===== src/rtl/sdram_init_seq.sv =====
// rtl/sdram_init_seq.sv - SDRAM power-up init sequencer with periodic auto-refresh requester
// Every output is registered from the next-state decode; commands appear on the edge that enters them.
module sdram_init_seq #(
  parameter int          CLK_FREQ_MHZ = 100,
  parameter int          T_POWERUP_US = 200,
  parameter int          T_RP         = 2,
  parameter int          T_RFC        = 7,
  parameter int          T_MRD        = 2,
  parameter int          T_REFI       = 780,
  parameter logic [12:0] MODE_REG     = 13'h0030
) (
  input  logic        clk,
  input  logic        rst_n,
  output logic        cke,
  output logic        cs_n,
  output logic        ras_n,
  output logic        cas_n,
  output logic        we_n,
  output logic [12:0] addr,
  output logic [1:0]  ba,
  output logic        init_done,
  output logic        ref_req,
  input  logic        ref_gnt,
  output logic        ref_busy
);

  localparam int P    = T_POWERUP_US * CLK_FREQ_MHZ;
  localparam int MX1  = (P > T_RFC) ? P : T_RFC;
  localparam int MX2  = (MX1 > T_RP) ? MX1 : T_RP;
  localparam int MXC  = (MX2 > T_MRD) ? MX2 : T_MRD;
  localparam int CW   = $clog2(MXC + 1);
  localparam int RW   = $clog2(T_REFI + 1);

  localparam logic [CW-1:0] C_P    = CW'(P);
  localparam logic [CW-1:0] C_RP   = CW'(T_RP);
  localparam logic [CW-1:0] C_RFC  = CW'(T_RFC);
  localparam logic [CW-1:0] C_MRD  = CW'(T_MRD);
  localparam logic [CW-1:0] C_ONE  = CW'(1);
  localparam logic [RW-1:0] C_REFI = RW'(T_REFI);
  localparam logic [RW-1:0] R_ONE  = RW'(1);

  localparam logic [3:0] CMD_INH = 4'b1111;
  localparam logic [3:0] CMD_NOP = 4'b0111;
  localparam logic [3:0] CMD_PRE = 4'b0010;
  localparam logic [3:0] CMD_REF = 4'b0001;
  localparam logic [3:0] CMD_LMR = 4'b0000;

  typedef enum logic [3:0] {
    WAIT_PU, PRE, WAIT_RP, REF1, WAIT_RFC1, REF2, WAIT_RFC2,
    LMR, WAIT_MRD, READY, REF_PEND, REF_RUN
  } state_t;

  state_t        r_state;
  state_t        w_state_nx;
  logic [CW-1:0] r_cnt;
  logic [CW-1:0] w_cnt_nx;
  logic [RW-1:0] r_refi;
  logic [RW-1:0] w_refi_nx;
  logic [RW-1:0] w_refi_inc;
  logic [3:0]    r_cmd;
  logic [3:0]    w_cmd_nx;
  logic [12:0]   r_addr;
  logic [12:0]   w_addr_nx;
  logic [1:0]    r_ba;
  logic          r_cke;
  logic          r_init_done;
  logic          r_ref_req;
  logic          r_ref_busy;

  // Refresh-interval count saturates so a long-pending request cannot wrap it.
  assign w_refi_inc = (r_refi >= C_REFI) ? C_REFI : r_refi + R_ONE;

  always_comb begin
    w_state_nx = r_state;
    w_cnt_nx   = r_cnt + C_ONE;
    w_refi_nx  = r_refi;
    w_cmd_nx   = CMD_NOP;
    w_addr_nx  = '0;
    case (r_state)
      WAIT_PU:             if (r_cnt == C_P) w_state_nx = PRE;
      PRE, WAIT_RP:        w_state_nx = (r_cnt >= C_RP)  ? REF1  : WAIT_RP;
      REF1, WAIT_RFC1:     w_state_nx = (r_cnt >= C_RFC) ? REF2  : WAIT_RFC1;
      REF2, WAIT_RFC2:     w_state_nx = (r_cnt >= C_RFC) ? LMR   : WAIT_RFC2;
      LMR, WAIT_MRD: begin
        w_state_nx = (r_cnt >= C_MRD) ? READY : WAIT_MRD;
        if (r_cnt >= C_MRD) w_refi_nx = '0;
      end
      READY: begin
        w_cnt_nx  = '0;
        w_refi_nx = w_refi_inc;
        if (w_refi_inc >= C_REFI) w_state_nx = REF_PEND;
      end
      REF_PEND: begin
        w_cnt_nx = '0;
        if (ref_gnt) begin
          w_state_nx = REF_RUN;
          w_refi_nx  = '0;
        end
      end
      REF_RUN: begin
        w_refi_nx = w_refi_inc;
        if (r_cnt >= C_RFC) w_state_nx = READY;
      end
      default: w_state_nx = WAIT_PU;
    endcase

    // A command is issued only on the edge that enters its state.
    if (w_state_nx != r_state) begin
      case (w_state_nx)
        PRE: begin
          w_cmd_nx      = CMD_PRE;
          w_addr_nx[10] = 1'b1;
          w_cnt_nx      = C_ONE;
        end
        REF1, REF2, REF_RUN: begin
          w_cmd_nx = CMD_REF;
          w_cnt_nx = C_ONE;
        end
        LMR: begin
          w_cmd_nx  = CMD_LMR;
          w_addr_nx = MODE_REG;
          w_cnt_nx  = C_ONE;
        end
        default: ;
      endcase
    end
  end

  always_ff @(posedge clk) begin
    if (!rst_n) begin
      r_state     <= WAIT_PU;
      r_cnt       <= '0;
      r_refi      <= '0;
      r_cke       <= 1'b0;
      r_cmd       <= CMD_INH;
      r_addr      <= '0;
      r_ba        <= '0;
      r_init_done <= 1'b0;
      r_ref_req   <= 1'b0;
      r_ref_busy  <= 1'b0;
    end else begin
      r_state     <= w_state_nx;
      r_cnt       <= w_cnt_nx;
      r_refi      <= w_refi_nx;
      r_cke       <= 1'b1;
      r_cmd       <= w_cmd_nx;
      r_addr      <= w_addr_nx;
      r_ba        <= '0;
      r_init_done <= r_init_done | (w_state_nx == READY);
      r_ref_req   <= (w_state_nx == REF_PEND);
      r_ref_busy  <= (w_state_nx == REF_RUN);
    end
  end

  assign cke                      = r_cke;
  assign {cs_n, ras_n, cas_n, we_n} = r_cmd;
  assign addr                     = r_addr;
  assign ba                       = r_ba;
  assign init_done                = r_init_done;
  assign ref_req                  = r_ref_req;
  assign ref_busy                 = r_ref_busy;

endmodule


===== config.mk =====
export PLATFORM = sky130hd
export DESIGN_NAME = sdram_init_seq
export DESIGN_NICKNAME = d
export VERILOG_FILES = /design/src/rtl/sdram_init_seq.sv
export SDC_FILE = /design/constraint.sdc
export NUM_CORES = 1
export LEC_CHECK = 0
export BUFFER_PORTS_ARGS = -buffer_cell sky130_fd_sc_hd__buf_2
export CORE_MARGIN = 5
export CORE_UTILIZATION = 57
export DETAILED_ROUTE_END_ITERATION = 10
export PLACE_DENSITY_LB_ADDON = 0.1
export SLEW_MARGIN = 30
export SYNTH_ARGS = -nofsm -noshare
export SYNTH_HDL_FRONTEND = slang
export SYNTH_SLANG_ARGS = --single-unit

===== constraint.sdc =====
create_clock -name clk -period 3.44 [get_ports clk]
set_input_delay 0.344 -clock clk [delete_from_list [all_inputs] [get_ports clk]]
set_output_delay 0.344 -clock clk [all_outputs]
set_load 0.01 [all_outputs]

==> results.toml <==
[setup_path]
crit_required_ns = 3.59
worstPathMaxFanout = 14
data_arrival_critical_path_ns = 3.04
timing.reg2reg.setup_slack_ns = 0.56
r2r.worst_path.cells = 8
crit_path_start = "r_refi[0]"
worst_r2r_endpoint = "r_cnt[11]"
worstSetupPathType = "flop to flop"
setup.worst_path.end = "r_cnt[11]"
setup.worst_path.end_class = "flop"
crit_path_start_kind = "flop"
rr_startpoint = "r_refi[0]"

[cts]
cts_buffers = 5
post_cts_resized = 0
cts.sinks = 39
clkLatencyLatePin_ns = 0.29
setup_fix_buffers_added_after_clock_tree_synthesis = 0
clock-root-buffer = "clkbuf_8"
post_cts_hold_buffer_count = 0
path_clk_slew_ns = 0.07
clock_path_buffers = 2
clock_tree.htree_level_count = 2
tritoncts = "done"

[min_path]
hp-class = "input pin to flop"

[timing]
fin_worst_skew_ns = 0.00239
maximum_clock_frequency_ghz = 0.347
timing.final.setup_violations = 0
final_hold_viol_count = 0
slew-limit-headroom_pct = 56.2
rsz0062_at_grt = "false"
layout_worst_path_cycle_share_pct = 83.9
setup-tns-final_ns = 0
final_period_minus_worst_setup_slack_ns = 2.88
worst-slew-pin-transition_ns = 0.647
final_max_slew_viol_count = 0

[yosys]
synth_top_area_share_pct = 36.2
cell_type_with_the_largest_total_area_after_synthesis = "dfxtp_1"
number_of_storage_elements_in_the_synthesis_netlist = 39
synth_enable_flop_cells = 0
synth-main-ff-cell = "dfxtp_1"
ys_warn_count = 0
synth_top_cells_by_count = "dfxtp_1, nor2_1, nand2_1"
syn-mean-instance-area_um2 = 8.29
synth_seq_area_share_pct = 36.2
synthCells = 260
post-synth-top-count-cell = "dfxtp_1"
synth_cell_type_count = 54
netlist_top_cells_area = "dfxtp_1, nor2_1, buf_4, xor2_1, nand2_1"
synth_async_sr_flop_share_pct = 0
synthesis.area_mm2 = 0.00215

[power]
clk_network_pwr_share_pct = 37.8
powerDensity_mw_per_mm2 = 352
leakage_nw = 0.904
power.share.sequential_pct = 57.4
internal-power_mw = 0.625
comb_power_share_pct = 4.7
max-vdd-ir-drop_v = 0.000234
switching_share_pct = 22.0
total_power_mw = 0.802
power.switching_mw = 0.177

[placement]
dp_hpwl_um = 3030
gpl_congestion = 0.891
dpl_cell_area_mm2 = 0.00219
place.port_buffers = 13

[floorplanning]
fp.dieH_um = 71.5
starting_density_pct = 58.9
rows = 22
chipWidth_um = 71.5
core_region_area_mm2 = 0.00366
design.portCount = 26
fp.dieArea_mm2 = 0.00511

[drt]
drtAntennaViolNets = 0
route.detailed.vias_per_inst = 5.50
route.detailed.wl_per_inst_um = 13.3
drt_pass1_iterations = 4
via_count = 1756
route.detailed.drc = 0
wirelength_um = 4250
first_iter_violations = 109

[final_layout]
layout_cell_share_with_drive_strength_beyond_1_pct = 11.8
syn2layout_area_growth_pct = 5.69
fin_area_mm2 = 0.00228
design.final.nets = 279
n_antenna_cell = 0
area_occupied_by_multi_input_gates_mm2 = 0.00125
fillerInstances = 328
area.sequential_um2 = 781

[grt]
antenna_found_initial = 0
global_route_wire_length_before_repair_um = 7160
maximum_number_of_pins_on_one_net_before_global_route_repair = 19
gr-total-overflow = 0
grtUsageTotal_pct = 17.3
first_global_vias = 1630

[run]
drv.max_cap_violation_count = 0

[run_status]
result_of_the_run = "finished clean"
## cells by family (layout without fill, tap and decap cells)
family	Yosys count	after routing	synth area share [%]
flops	39	39	36.2
other cells	1	12	0.174
xor+xnor	18	18	7.32
buf+inv	29	29	7.67
fa+ha+maj	5	5	2.90
simple gates	116	116	28.5
compound gates	52	52	17.2
## critical path: stages (launching register included)
cell     delay [ns]
dfxtp_1        0.46
ha_1           0.29
and4_1         0.28
nand2_1        0.08
xnor2_1        0.15
o311a_1        0.43
o31a_1         0.37
o31ai_4        0.56
nor2_1         0.11
## state kept, by name (all words and copies together), names as in the netlist
name and count:
r_cnt 15, r_state 4, addr 2, ref_req 1, ref_busy 1, init_done 1
r_refi 10, cke 1, r_cmd 4
## cell type report
class,instances,area share (%)
Multi-Input combinational cell,203,54.9
Sequential cell,39,34.3
Clock buffer,6,3.63
Timing Repair Buffer,13,2.86
Tap cell,48,2.64
Inverter,9,1.48
Clock inverter,1,0.220
## per-layer routing
layer / global-route usage, % / vias to the layer above / share of wire, %
met2: 29.4 / 29 / 46
li1: - / 905 / -
met3: 5.05 / 6 / 4.4
met4: 5.01 / 0 / 1.2
met5: 0 / - / 0
met1: 21.1 / 816 / 48
## layout by cell type (no fill, tap or decap), types with 5 or more instances in the layout
cell | synthesis | routed
conb_1 | 1 | 12
nor2_1 | 38 | 38
nor3_1 | 6 | 6
dfxtp_1 | 39 | 39
clkbuf_8 | 0 | 6
o21ai_0 | 10 | 10
nand3_1 | 11 | 11
and3_1 | 5 | 5
xnor2_1 | 8 | 8
ha_1 | 5 | 5
buf_2 | 0 | 13
nand2_1 | 21 | 21
xor2_1 | 10 | 10
a21oi_1 | 13 | 13
inv_1 | 8 | 8
## through the flow
stage	util, %	hold slack (ns)	cells	setup WS (ns)
after floorplan	-	0.372	271	0.864
after global placement	59.8	0.453	312	0.678
after detailed placement	59.8	0.462	312	0.578
after CTS	62.2	0.197	319	0.564
after global routing	62.2	0.198	319	0.361
final	62.2	0.203	319	0.556
## worst min path at each step
stage	endpoint	slack, ns	cells past startpoint	start
after floorplan	cke	0.37	0	rst_n
after global placement	init_done	0.45	2	init_done
after detailed placement	init_done	0.46	2	init_done
after CTS	cke	0.20	1	rst_n
after global routing	cke	0.20	1	rst_n
final	cke	0.20	1	rst_n
## power by group through the flow
| stage | clock [mW] | sequential, mW | combinational, mW |
|---|---|---|---|
| floorplan | 0 | 0.470 | 0.0404 |
| global placement | 0 | 0.471 | 0.0372 |
| detailed placement | 0 | 0.471 | 0.0376 |
| CTS | 0.314 | 0.461 | 0.0378 |
| global route | 0.329 | 0.461 | 0.0417 |
| finish | 0.303 | 0.461 | 0.0381 |
Note: power is estimated with default switching activity, not from simulation.
